File: config.mk
export PLATFORM = sky130hd
export DESIGN_NAME = fifo_access_arbiter
export DESIGN_NICKNAME = d
export VERILOG_FILES = /design/src/rtl/fifo_arb_pkg.sv /design/src/rtl/fifo_access_arbiter_rr_picker.sv /design/src/rtl/fifo_access_arbiter.sv
export SDC_FILE = /design/constraint.sdc
export NUM_CORES = 1
export LEC_CHECK = 0
export ABC_AREA = 1
export CAP_MARGIN = 40
export CORE_MARGIN = 3
export CORE_UTILIZATION = 36
export CTS_BUF_LIST = sky130_fd_sc_hd__clkbuf_4 sky130_fd_sc_hd__clkbuf_8
export DETAILED_ROUTE_END_ITERATION = 6
export HOLD_SLACK_MARGIN = 0.08
export PLACE_DENSITY_LB_ADDON = 0.2
export SYNTH_ARGS = -nofsm -noshare
export SYNTH_HDL_FRONTEND = slang
export SYNTH_SLANG_ARGS = --single-unit
File: constraint.sdc
create_clock -name clk -period 3 [get_ports clk]
set_input_delay 0.6 -clock clk [delete_from_list [all_inputs] [get_ports clk]]
set_output_delay 0.6 -clock clk [all_outputs]
set_load 0.01 [all_outputs]
File: src/rtl/fifo_arb_pkg.sv
// fifo_arb_pkg
// Shared types and constants for the byte-FIFO access arbiter.
//   op_e           : kind of operation most recently issued to the FIFO
//   DEFAULT_DEPTH  : usable FIFO capacity (one slot is lost to the FIFO's full rule)
//   DEFAULT_DATA_W : FIFO byte width
//   STAT_W         : width of the optional blocking-statistics counters
package fifo_arb_pkg;

  typedef enum logic {
    OP_WRITE = 1'b0,
    OP_READ  = 1'b1
  } op_e;

  localparam int DEFAULT_DEPTH  = 31;
  localparam int DEFAULT_DATA_W = 8;
  localparam int STAT_W         = 16;

endpackage

File: src/rtl/fifo_access_arbiter_rr_picker.sv
// rr_picker
// Purely combinational round-robin selector. Scans the eligibility mask
// starting at i_ptr in increasing index order with wrap-around and returns
// the first eligible requester as a one-hot vector.
// Ports:
//   i_elig  [NUM_WR]  eligibility mask
//   i_ptr   [PTR_W]   index where the search starts
//   o_pick  [NUM_WR]  one-hot selection (all zero when nothing is eligible)
//   o_found           at least one requester was eligible
module rr_picker #(
  parameter int NUM_WR = 4,
  parameter int PTR_W  = $clog2(NUM_WR)
) (
  input  logic [NUM_WR-1:0] i_elig,
  input  logic [PTR_W-1:0]  i_ptr,
  output logic [NUM_WR-1:0] o_pick,
  output logic              o_found
);

  // Walk the requesters in priority order. The extra bit on w_idx holds
  // i_ptr + k before the single wrap subtraction (both operands < NUM_WR).
  logic [PTR_W:0] w_idx;

  always_comb begin
    o_pick  = '0;
    o_found = 1'b0;
    w_idx   = '0;
    for (int k = 0; k < NUM_WR; k++) begin
      w_idx = {1'b0, i_ptr} + (PTR_W+1)'(k);
      if (w_idx >= (PTR_W+1)'(NUM_WR)) begin
        w_idx = w_idx - (PTR_W+1)'(NUM_WR);
      end
      if (!o_found && i_elig[w_idx[PTR_W-1:0]]) begin
        o_pick[w_idx[PTR_W-1:0]] = 1'b1;
        o_found                  = 1'b1;
      end
    end
  end

endmodule

File: src/rtl/fifo_access_arbiter.sv
// fifo_access_arbiter
// Shares a byte FIFO's single write port among NUM_WR producers and its read
// port with one consumer, issuing at most one FIFO operation per cycle so the
// FIFO never sees a write and a read together. Occupancy is tracked here, so
// full/empty decisions already include operations issued but not yet landed.
// All outputs are registered.
// Ports:
//   clk, reset        clock, synchronous active-high reset
//   i_wr_req          per-producer write request, held until granted
//   i_wr_data         producer i data in bits [i*DATA_W +: DATA_W]
//   o_wr_grant        one-hot one-cycle pulse: producer data accepted
//   i_rd_req          consumer read request, held until granted
//   o_rd_grant        one-cycle pulse: read issued
//   o_rd_data_valid   one-cycle pulse aligned with the FIFO's registered data out
//   o_fifo_wr_en      FIFO write enable
//   o_fifo_wr_data    FIFO data in
//   o_fifo_rd_en      FIFO read request
//   o_count           tracked occupancy
//   o_empty / o_full  count==0 / count==DEPTH
// Optional feature, macro FIFO_ARB_STATS_EN:
//   o_wr_block_cnt    saturating count of cycles a write was blocked by full
//   o_rd_block_cnt    saturating count of cycles a read was blocked by empty
module fifo_access_arbiter
  import fifo_arb_pkg::*;
#(
  parameter int NUM_WR = 4,
  parameter int DATA_W = DEFAULT_DATA_W,
  parameter int DEPTH  = DEFAULT_DEPTH
) (
  input  logic                       clk,
  input  logic                       reset,
  input  logic [NUM_WR-1:0]          i_wr_req,
  input  logic [NUM_WR*DATA_W-1:0]   i_wr_data,
  output logic [NUM_WR-1:0]          o_wr_grant,
  input  logic                       i_rd_req,
  output logic                       o_rd_grant,
  output logic                       o_rd_data_valid,
  output logic                       o_fifo_wr_en,
  output logic [DATA_W-1:0]          o_fifo_wr_data,
  output logic                       o_fifo_rd_en,
  output logic [$clog2(DEPTH+1)-1:0] o_count,
  output logic                       o_empty,
`ifdef FIFO_ARB_STATS_EN
  output logic [STAT_W-1:0]          o_wr_block_cnt,
  output logic [STAT_W-1:0]          o_rd_block_cnt,
`endif
  output logic                       o_full
);

  localparam int PTR_W = $clog2(NUM_WR);
  localparam int CNT_W = $clog2(DEPTH+1);

  logic [NUM_WR-1:0] r_wr_grant;
  logic              r_rd_grant;
  logic              r_rd_data_valid;
  logic              r_fifo_wr_en;
  logic [DATA_W-1:0] r_fifo_wr_data;
  logic              r_fifo_rd_en;
  logic [CNT_W-1:0]  r_count;
  logic              r_empty;
  logic              r_full;
  logic [PTR_W-1:0]  r_rr_ptr;
  op_e               r_last_op;

  logic [NUM_WR-1:0] w_wr_elig;
  logic              w_rd_elig;
  logic [NUM_WR-1:0] w_pick;
  logic              w_found;
  logic [PTR_W-1:0]  w_pick_idx;
  logic [PTR_W-1:0]  w_rr_ptr_next;
  logic [DATA_W-1:0] w_sel_data;
  logic              w_issue_wr;
  logic              w_issue_rd;
  logic [CNT_W-1:0]  w_count_next;
  op_e               w_last_op_next;

  // A requester whose grant is high this cycle is masked: its request line
  // still shows the old transfer while the producer updates it.
  always_comb begin
    w_wr_elig = i_wr_req & ~r_wr_grant & {NUM_WR{r_count < CNT_W'(DEPTH)}};
    w_rd_elig = i_rd_req & (r_count != '0) & ~r_rd_grant;
  end

  rr_picker #(
    .NUM_WR (NUM_WR)
  ) u_picker (
    .i_elig  (w_wr_elig),
    .i_ptr   (r_rr_ptr),
    .o_pick  (w_pick),
    .o_found (w_found)
  );

  // Binary index and data of the picked producer, plus the pointer that
  // starts the next search just past it.
  always_comb begin
    w_pick_idx = '0;
    w_sel_data = '0;
    for (int i = 0; i < NUM_WR; i++) begin
      if (w_pick[i]) begin
        w_pick_idx = PTR_W'(i);
        w_sel_data = i_wr_data[i*DATA_W +: DATA_W];
      end
    end
    if (w_pick_idx == PTR_W'(NUM_WR-1)) begin
      w_rr_ptr_next = '0;
    end else begin
      w_rr_ptr_next = w_pick_idx + 1'b1;
    end
  end

  // When both sides contend, alternate against the last issued operation;
  // otherwise the lone eligible side goes. The two issue terms cannot both
  // be true, which keeps the FIFO enables exclusive.
  always_comb begin
    w_issue_wr     = w_found & (~w_rd_elig | (r_last_op == OP_READ));
    w_issue_rd     = w_rd_elig & (~w_found | (r_last_op == OP_WRITE));
    w_count_next   = r_count;
    w_last_op_next = r_last_op;
    if (w_issue_wr) begin
      w_count_next   = r_count + 1'b1;
      w_last_op_next = OP_WRITE;
    end else if (w_issue_rd) begin
      w_count_next   = r_count - 1'b1;
      w_last_op_next = OP_READ;
    end
  end

  // Registered outputs and arbitration state. A reset discards anything
  // issued but pending; the FIFO is reset on the same edge.
  always_ff @(posedge clk) begin
    if (reset) begin
      r_wr_grant      <= '0;
      r_rd_grant      <= 1'b0;
      r_rd_data_valid <= 1'b0;
      r_fifo_wr_en    <= 1'b0;
      r_fifo_wr_data  <= '0;
      r_fifo_rd_en    <= 1'b0;
      r_count         <= '0;
      r_empty         <= 1'b1;
      r_full          <= 1'b0;
      r_rr_ptr        <= '0;
      r_last_op       <= OP_READ;
    end else begin
      r_wr_grant      <= w_issue_wr ? w_pick : '0;
      r_fifo_wr_en    <= w_issue_wr;
      r_rd_grant      <= w_issue_rd;
      r_fifo_rd_en    <= w_issue_rd;
      r_rd_data_valid <= r_rd_grant;
      r_count         <= w_count_next;
      r_empty         <= (w_count_next == '0);
      r_full          <= (w_count_next == CNT_W'(DEPTH));
      r_last_op       <= w_last_op_next;
      if (w_issue_wr) begin
        r_fifo_wr_data <= w_sel_data;
        r_rr_ptr       <= w_rr_ptr_next;
      end
    end
  end

`ifdef FIFO_ARB_STATS_EN
  logic [STAT_W-1:0] r_wr_block_cnt;
  logic [STAT_W-1:0] r_rd_block_cnt;

  // Blocking statistics, saturating at all-ones.
  always_ff @(posedge clk) begin
    if (reset) begin
      r_wr_block_cnt <= '0;
      r_rd_block_cnt <= '0;
    end else begin
      if ((|i_wr_req) && r_full && (r_wr_block_cnt != '1)) begin
        r_wr_block_cnt <= r_wr_block_cnt + 1'b1;
      end
      if (i_rd_req && r_empty && (r_rd_block_cnt != '1)) begin
        r_rd_block_cnt <= r_rd_block_cnt + 1'b1;
      end
    end
  end

  assign o_wr_block_cnt = r_wr_block_cnt;
  assign o_rd_block_cnt = r_rd_block_cnt;
`endif

  assign o_wr_grant      = r_wr_grant;
  assign o_rd_grant      = r_rd_grant;
  assign o_rd_data_valid = r_rd_data_valid;
  assign o_fifo_wr_en    = r_fifo_wr_en;
  assign o_fifo_wr_data  = r_fifo_wr_data;
  assign o_fifo_rd_en    = r_fifo_rd_en;
  assign o_count         = r_count;
  assign o_empty         = r_empty;
  assign o_full          = r_full;

endmodule

==> results of run 1 <==
metrics by stage:
step | instances | hold slack, ps | util | power [mW]
6_report | 375 | 470 | 0.538 | 2.53
5_1_grt | 375 | 502 | 0.538 | 2.80
4_1_cts | 375 | 471 | 0.538 | 2.55
3_5_place_dp | 371 | 459 | 0.528 | 2.34
3_3_place_gp | 371 | 456 | 0.528 | 2.32
2_1_floorplan | 263 | 449 | - | 1.83
cell type report:
class | instances | area (um^2) | share of cell area
multi-input combinational | 201 | 1040 | 0.434
timing repair buffer | 63 | 626 | 0.262
inverter | 30 | 115 | 0.0481
sequential | 25 | 500 | 0.209
tap | 52 | 65.1 | 0.0272
clock buffer | 3 | 41.3 | 0.0173
clock inverter | 1 | 5.00 | 0.00209
critical path, cell delays in order (launching register included):
cell,delay (ps)
sky130_fd_sc_hd__dfxtp_1,480
sky130_fd_sc_hd__inv_1,170
sky130_fd_sc_hd__ha_1,350
sky130_fd_sc_hd__inv_1,100
sky130_fd_sc_hd__nand3_1,80
sky130_fd_sc_hd__nand2_1,130
sky130_fd_sc_hd__nand2_4,80
sky130_fd_sc_hd__nor2_4,100
sky130_fd_sc_hd__nand2_2,90
sky130_fd_sc_hd__nand2_4,240
sky130_fd_sc_hd__o21ai_0,140
sky130_fd_sc_hd__o21ai_1,120
sky130_fd_sc_hd__inv_1,50
sky130_fd_sc_hd__nand2_1,100
sky130_fd_sc_hd__nand3_1,90
sky130_fd_sc_hd__o21ai_1,140
flip-flops by register name, summed over array words and instances, names as in the netlist:
name	count
o_full	1
o_fifo_wr_data	8
o_empty	1
r_rr_ptr	2
o_rd_data_valid	1
o_fifo_rd_en	1
o_fifo_wr_en	1
o_count	5
r_last_op	1
o_wr_grant	4
routing by layer:
metal | vias to the layer above | track usage
met5 | - | 0
met4 | 0 | 0.0652
met3 | 11 | 0.0481
met2 | 85 | 0.260
met1 | 835 | 0.239
li1 | 980 | -
cell usage in the layout, fill, tap and decap left out, drive strengths merged:
cell type and count:
xor2 1, clkinv 2, ha 8, buf 2, a21oi 23, nor2 39
nand3 54, clkbuf 3, dfxtp 25, inv 29, nand3b 1, nand4 2
o211ai 3, nand2 59, clkdlybuf4s50 61, or2 1, o21ai 8, nor3 2
final timing paths:
kind / to / depth (start not counted)
hold / removal: o_fifo_wr_data[2] / 2
setup / recovery: o_empty / 15
setup reg to reg: o_empty / 15
hold reg to reg: o_fifo_wr_data[2] / 2
logic make-up after synthesis:
| group | after synthesis | share of synthesized area |
|---|---|---|
| and+or+nand+nor | 158 | 0.440 |
| buffers and inverters | 37 | 0.0956 |
| AOI/OAI and AO/OA | 34 | 0.107 |
| DFF | 25 | 0.294 |
| adders and majority gates | 8 | 0.0588 |
| xor gates and xnor gates | 1 | 0.00515 |
power groups by stage:
stage | clock, mW | combinational, mW | sequential, mW
3_5_place_dp | 0 | 1.82 | 0.519
6_report | 0.199 | 1.82 | 0.511
3_3_place_gp | 0 | 1.80 | 0.519
2_1_floorplan | 0 | 1.27 | 0.556
5_1_grt | 0.221 | 2.05 | 0.525
4_1_cts | 0.207 | 1.83 | 0.512
==> metrics.txt, run 1 <==
# TYPE chip_impl_metric gauge
chip_impl_metric{name="synthesized_cell_area",unit="um^2"} 1700
chip_impl_metric{name="comb_power_share",unit=""} 0.720
chip_impl_metric{name="critical_path_peak_fanout",unit=""} 28
chip_impl_metric{name="netSwitchingFraction",unit=""} 0.515
chip_impl_metric{name="numPortBuffers",unit=""} 61
chip_impl_metric{name="power.sequential.fraction",unit=""} 0.202
chip_impl_metric{name="cts-root-to-sink-buffers",unit=""} 2
chip_impl_metric{name="max_freq",unit="MHz"} 394
chip_impl_info{name="worst_r2r_startpoint",value="r_rr_ptr[1]"} 1
chip_impl_metric{name="insertedDiodeCount",unit=""} 0
chip_impl_info{name="clockRootBuffer",value="sky130_fd_sc_hd__clkbuf_8"} 1
chip_impl_info{name="tritoncts",value="yes"} 1
chip_impl_metric{name="final-max-slew-violation-count",unit=""} 0
chip_impl_metric{name="power.net_switching",unit="mW"} 1.30
chip_impl_metric{name="placedInstanceArea",unit="um^2"} 2340
chip_impl_metric{name="design.core.area",unit="um^2"} 4440
chip_impl_metric{name="synth_top_cell_area_share",unit=""} 0.294
chip_impl_metric{name="slew-limit-headroom",unit=""} 0.543
chip_impl_metric{name="wl_per_cell",unit="um"} 12.1
chip_impl_metric{name="postRouteWirelength",unit="um"} 4540
chip_impl_info{name="critical_path.startpoint",value="r_rr_ptr[1]"} 1
chip_impl_metric{name="area_added_between_synthesis_and_finish",unit="%"} 40.5
chip_impl_metric{name="static-leakage-power",unit="nW"} 1.04
chip_impl_metric{name="wl_met2",unit="um"} 1880
chip_impl_metric{name="gp_routability_congestion",unit=""} 0.901
chip_impl_metric{name="synth_enable_flop_cells",unit=""} 0
chip_impl_metric{name="cts.reportedPaths.clkPinSlew",unit="ps"} 90
chip_impl_metric{name="vias_per_cell",unit=""} 5.10
chip_impl_metric{name="clock_insertion_delay_worst_skew",unit="ps"} 270
chip_impl_metric{name="postCtsSetupBuffers",unit=""} 0
chip_impl_metric{name="grt_pass1_vias",unit=""} 1739
chip_impl_info{name="hold_path_startpoint",value="o_fifo_wr_data[2]"} 1
chip_impl_metric{name="post_route_cells_drive_above_1_share",unit=""} 0.0743
chip_impl_metric{name="drt_drc_violations_left",unit=""} 0
chip_impl_metric{name="p_int",unit="mW"} 1.23
chip_impl_info{name="top_layer",value="met4"} 1
chip_impl_metric{name="fillers",unit=""} 429
chip_impl_metric{name="antenna_found_initial",unit=""} 0
chip_impl_info{name="netlist_top_cells_area",value="sky130_fd_sc_hd__dfxtp_1 29%, sky130_fd_sc_hd__nand3_1 15%, sky130_fd_sc_hd__nand2_1 11%"} 1
chip_impl_metric{name="number_of_core_rows",unit=""} 24
chip_impl_info{name="worst_hold_path_type",value="flip-flop to flip-flop"} 1
chip_impl_metric{name="htreeDepth",unit=""} 1
chip_impl_metric{name="share_clk_of_total_power",unit=""} 0.079
chip_impl_metric{name="timing.clock.skew",unit="ps"} 4.82
chip_impl_metric{name="ir_worst_vdd",unit="mV"} 0.488
chip_impl_metric{name="synthDistinctLibCells",unit=""} 29
chip_impl_metric{name="detail-route-antenna-nets",unit=""} 0
chip_impl_metric{name="final_min_period_over_clock_period",unit=""} 0.847
chip_impl_metric{name="postSynthCellCount",unit=""} 263
chip_impl_metric{name="cts.repair.resized",unit=""} 0
chip_impl_metric{name="timing.final.setup_violations",unit=""} 0
chip_impl_info{name="synth_flop_cell",value="sky130_fd_sc_hd__dfxtp_1"} 1
chip_impl_info{name="status",value="complete, no violations"} 1
chip_impl_metric{name="vias",unit=""} 1911
chip_impl_metric{name="grt_residual_overflow",unit=""} 0
chip_impl_metric{name="max_cap_violations",unit=""} 0
chip_impl_metric{name="initial_utilization",unit=""} 0.383
chip_impl_metric{name="yosys_warnings",unit=""} 0
chip_impl_info{name="unrepaired_setup_endpoints_after_global_routing",value="false"} 1
chip_impl_metric{name="tritoncts_num_sinks",unit=""} 25
chip_impl_metric{name="syn_area_per_cell",unit="um^2"} 6.47
chip_impl_info{name="synth_area_leader_cell",value="sky130_fd_sc_hd__dfxtp_1"} 1
chip_impl_metric{name="die_width",unit="um"} 74.8
chip_impl_metric{name="fin_ws",unit="ps"} 459
chip_impl_metric{name="nets",unit=""} 371
chip_impl_info{name="crit_type",value="flip-flop to flip-flop"} 1
chip_impl_metric{name="holdBufCountCts",unit=""} 0
chip_impl_metric{name="number_of_synthesized_register_bits",unit=""} 25
chip_impl_metric{name="synth_sequential_area_ratio",unit=""} 0.294
chip_impl_metric{name="cp.required",unit="ps"} 3210
chip_impl_metric{name="syn-num-nets",unit=""} 310
chip_impl_info{name="endpoint_kind",value="flip-flop"} 1
chip_impl_metric{name="timing.final.hold_violations",unit=""} 0
chip_impl_metric{name="track_usage",unit=""} 0.174
chip_impl_metric{name="dr.pass1.iters",unit=""} 4
chip_impl_metric{name="ys_async_sr_fraction",unit=""} 0
chip_impl_metric{name="reg2reg_setup_slack",unit="ps"} 460
chip_impl_metric{name="crit_arrival",unit="ps"} 2750
chip_impl_metric{name="fp.dieH",unit="um"} 74.8
chip_impl_metric{name="drtIter0Drc",unit=""} 119
chip_impl_info{name="post-synth-top-count-cell",value="sky130_fd_sc_hd__nand3_1"} 1
chip_impl_metric{name="fin_tns_setup",unit="ps"} 0
chip_impl_metric{name="final_design_area_no_fill",unit="um^2"} 2390
chip_impl_metric{name="dpl_worst_slack",unit="ps"} 210
chip_impl_metric{name="slew_worst_pin",unit="ps"} 684
chip_impl_metric{name="detailed_route_wirelength_on_metal3",unit="um"} 417
chip_impl_metric{name="met1Wirelength",unit="um"} 2140
chip_impl_metric{name="finalCriticalPeriod",unit="ps"} 2540
chip_impl_metric{name="grt_start_max_net_pins",unit=""} 29
chip_impl_metric{name="fp.dieArea",unit="um^2"} 5590
chip_impl_metric{name="detailedPlacementHpwl",unit="um"} 3510
chip_impl_metric{name="grt_first_pass_wirelength",unit="um"} 7650
chip_impl_info{name="critical_path.startpoint_type",value="flip-flop"} 1
chip_impl_metric{name="io_pins",unit=""} 62
chip_impl_metric{name="cts_inserted_buffers",unit=""} 3
chip_impl_info{name="synth.cells.most_frequent",value="52 x sky130_fd_sc_hd__nand3_1, 50 x sky130_fd_sc_hd__nand2_1, 36 x sky130_fd_sc_hd__nor2_1"} 1
chip_impl_metric{name="power_per_cell_area",unit="nW/um^2"} 1060
(Power assumes the default switching activity.)
==> inputs of run 2 (changes only) <==
==> constraint.sdc (replaced) <==
create_clock -name clk -period 2.3 [get_ports clk]
set_input_delay 0.46 -clock clk [delete_from_list [all_inputs] [get_ports clk]]
set_output_delay 0.46 -clock clk [all_outputs]
set_load 0.01 [all_outputs]
==> run 2 against run 1 <==
  * Power is 75% higher
  * Combinational power up 92%
  * Setup slack got worse by 420 ps
  * Clock power increased by 38%
  * Global-route usage grew 0.81 points
  * Sequential share of layout area decreased by 3.9 points
  * Design area increased by 23%
==> metrics.txt, run 2 (synthesis results as in run 1) <==
# TYPE chip_impl_metric gauge
chip_impl_metric{name="ir_worst_vdd",unit="mV"} 0.698
chip_impl_info{name="crit_type",value="input port to flip-flop"} 1
chip_impl_info{name="worst_r2r_startpoint",value="o_count[4]"} 1
chip_impl_metric{name="postRouteWirelength",unit="um"} 5430
chip_impl_metric{name="fp.dieArea",unit="um^2"} 5590
chip_impl_metric{name="drtIter0Drc",unit=""} 92
chip_impl_metric{name="grt_pass1_vias",unit=""} 1825
chip_impl_metric{name="insertedDiodeCount",unit=""} 0
chip_impl_metric{name="max_freq",unit="MHz"} 442
chip_impl_metric{name="initial_utilization",unit=""} 0.383
chip_impl_info{name="most-common-layout-cells",value="58 x sky130_fd_sc_hd__clkdlybuf4s50_1, 41 x sky130_fd_sc_hd__nand2_1, 33 x sky130_fd_sc_hd__nand3_1, 28 x sky130_fd_sc_hd__buf_4, 27 x sky130_fd_sc_hd__nor2_1"} 1
chip_impl_metric{name="dr.pass1.iters",unit=""} 4
chip_impl_metric{name="largest_register_ffs",unit=""} 8
chip_impl_metric{name="detail-route-antenna-nets",unit=""} 0
chip_impl_metric{name="area_added_between_synthesis_and_finish",unit="%"} 73.1
chip_impl_metric{name="slew_worst_pin",unit="ps"} 568
chip_impl_metric{name="max_cap_violations",unit=""} 0
chip_impl_metric{name="fp.dieH",unit="um"} 74.8
chip_impl_metric{name="placedInstanceArea",unit="um^2"} 2580
chip_impl_metric{name="placed_cells",unit=""} 397
chip_impl_metric{name="drt_drc_violations_left",unit=""} 0
chip_impl_metric{name="critical_path_peak_fanout",unit=""} 8
chip_impl_metric{name="design.core.area",unit="um^2"} 4440
chip_impl_metric{name="timing.final.setup_violations",unit=""} 0
chip_impl_metric{name="finish.cell_count_without_fillers",unit=""} 407
chip_impl_metric{name="htreeDepth",unit=""} 1
chip_impl_metric{name="vias_per_cell",unit=""} 5.04
chip_impl_metric{name="nets",unit=""} 403
chip_impl_info{name="hold_path_startpoint",value="o_fifo_wr_data[0]"} 1
chip_impl_metric{name="timing.final.hold_violations",unit=""} 0
chip_impl_info{name="tritoncts",value="yes"} 1
chip_impl_metric{name="power_per_cell_area",unit="nW/um^2"} 1500
chip_impl_metric{name="track_usage",unit=""} 0.182
chip_impl_metric{name="detailedPlacementHpwl",unit="um"} 3820
chip_impl_metric{name="io_pins",unit=""} 62
chip_impl_metric{name="clock_insertion_delay_worst_skew",unit="ps"} 270
chip_impl_metric{name="fillers",unit=""} 401
chip_impl_metric{name="fin_worst_hold_slack",unit="ps"} 464
chip_impl_metric{name="final-max-slew-violation-count",unit=""} 0
chip_impl_metric{name="cp.required",unit="ps"} 2490
chip_impl_info{name="status",value="complete, no violations"} 1
chip_impl_info{name="holdPathEnd",value="o_fifo_wr_data[0]"} 1
chip_impl_metric{name="vias",unit=""} 2051
chip_impl_metric{name="tritoncts_num_sinks",unit=""} 25
chip_impl_metric{name="grt_first_pass_wirelength",unit="um"} 7910
chip_impl_metric{name="timing.clock.skew",unit="ps"} 4.28
chip_impl_metric{name="final_min_period_over_clock_period",unit=""} 0.985
chip_impl_metric{name="final_design_area_no_fill",unit="um^2"} 2950
chip_impl_metric{name="grt_residual_overflow",unit=""} 0
chip_impl_metric{name="wl_per_cell",unit="um"} 13.3
chip_impl_info{name="worst_hold_path_type",value="flip-flop to flip-flop"} 1
chip_impl_metric{name="reg2reg_setup_slack",unit="ps"} 130
chip_impl_metric{name="crit_arrival",unit="ps"} 2460
chip_impl_metric{name="grt_start_max_net_pins",unit=""} 21
chip_impl_metric{name="slew-limit-headroom",unit=""} 0.620
chip_impl_metric{name="totalPowerFinal",unit="mW"} 4.42
chip_impl_metric{name="post_route_cells_drive_above_1_share",unit=""} 0.293
chip_impl_info{name="clockRootBuffer",value="sky130_fd_sc_hd__clkbuf_8"} 1
chip_impl_metric{name="cts_inserted_buffers",unit=""} 3
chip_impl_info{name="critical_path.startpoint_type",value="input port"} 1
chip_impl_metric{name="number_of_core_rows",unit=""} 24
chip_impl_metric{name="die_width",unit="um"} 74.8
chip_impl_metric{name="finalCriticalPeriod",unit="ps"} 2260
chip_impl_metric{name="static-leakage-power",unit="nW"} 1.31
chip_impl_metric{name="holdBufCountCts",unit=""} 0
chip_impl_metric{name="cts-root-to-sink-buffers",unit=""} 2
chip_impl_metric{name="gp_routability_congestion",unit=""} 0.905
chip_impl_metric{name="cts.reportedPaths.clkPinSlew",unit="ps"} 90
chip_impl_info{name="endpoint_kind",value="flip-flop"} 1
chip_impl_info{name="layout.cells.most_common",value="sky130_fd_sc_hd__clkdlybuf4s50_1"} 1
chip_impl_metric{name="timing.hold.worst_path_depth",unit=""} 2
chip_impl_info{name="r2r_end",value="o_fifo_wr_data[1]"} 1
chip_impl_metric{name="r2r.worst_path.cells",unit=""} 16
chip_impl_metric{name="numPortBuffers",unit=""} 61
chip_impl_metric{name="antenna_found_initial",unit=""} 0
[run 2: cell count changes in the layout (fill, tap and decap cells not counted), sizes merged]
cell | before | now
buf | 2 | 31
clkdlybuf4s50 | 61 | 58
dlymetal6s2s | 0 | 3
clkbuf | 3 | 5
clkinv | 2 | 0
inv | 29 | 30
nand2 | 59 | 60
nor2 | 39 | 40
[run 2: repair_timing]
item                       in CTS  in global routing
resized for setup               3                 63
pin swaps                       0                 24
cloned                          0                  3
setup buffers                   0                  3
setup endpoints to repair       5                 19
[run 2: power by group]
| part | leakage, nW | switching (mW) | internal (mW) |
|---|---|---|---|
| Combinational | 1.08 | 1.91 | 1.59 |
| Sequential | 0.206 | 0.0738 | 0.574 |
| Clock | 0.0262 | 0.139 | 0.136 |
| Total | 1.31 | 2.13 | 2.30 |
[run 2: how the worst max path moves through the flow]
stage | depth (start not counted) | endpoint | slack (ps) | startpoint
floorplan | 15 | o_fifo_wr_data[1] | 90 | r_rr_ptr[0]
global placement | 15 | o_fifo_wr_data[2] | -300 | i_wr_req[1]
detailed placement | 16 | o_fifo_wr_data[2] | -310 | i_wr_req[2]
CTS | 16 | o_fifo_wr_data[2] | 0.1 | i_wr_req[0]
global route | 14 | o_fifo_wr_data[2] | -80 | i_wr_req[3]
finish | 16 | o_fifo_wr_data[1] | 40 | i_wr_req[3]
[run 2: layer usage]
layer | share of wire | track usage | up-vias
met5 | 0 | 0 | -
met4 | 0.032 | 0.0692 | 0
met3 | 0.062 | 0.0441 | 14
met2 | 0.46 | 0.295 | 76
met1 | 0.44 | 0.235 | 915
li1 | - | - | 1046
[run 2: area by class of cell]
| cell class | count | area (um^2) | area share |
|---|---|---|---|
| multi-input cells | 203 | 1300 | 0.440 |
| repair buffers | 93 | 913 | 0.310 |
| flip-flops and latches | 25 | 502 | 0.170 |
| inverters | 30 | 120 | 0.0408 |
| well taps | 52 | 65.1 | 0.0221 |
| clock buffers | 4 | 48.8 | 0.0166 |
[run 2: critical path, stage by stage]
cell and delay (ps):
sky130_fd_sc_hd__clkdlybuf4s50_1 450, sky130_fd_sc_hd__inv_1 50, sky130_fd_sc_hd__nor2_2 120, sky130_fd_sc_hd__nand3_2 120, sky130_fd_sc_hd__nand3_4 140, sky130_fd_sc_hd__nand2_8 90
sky130_fd_sc_hd__nand2_4 90, sky130_fd_sc_hd__nor2_4 50, sky130_fd_sc_hd__nand3_1 90, sky130_fd_sc_hd__nand2_2 120, sky130_fd_sc_hd__buf_12 170, sky130_fd_sc_hd__nor2_4 130
sky130_fd_sc_hd__nand3_2 100, sky130_fd_sc_hd__nand3_2 60, sky130_fd_sc_hd__nand2_1 50, sky130_fd_sc_hd__a21oi_1 160
[run 2: stage by stage]
stage,utilization,TNS (ps),setup slack (ps)
6_report,0.663,0,35.0
3_5_place_dp,0.580,-4080,-306
2_1_floorplan,-,0,92.9
5_1_grt,0.663,-442,-76.4
3_3_place_gp,0.580,-4120,-297
4_1_cts,0.592,0,0.108
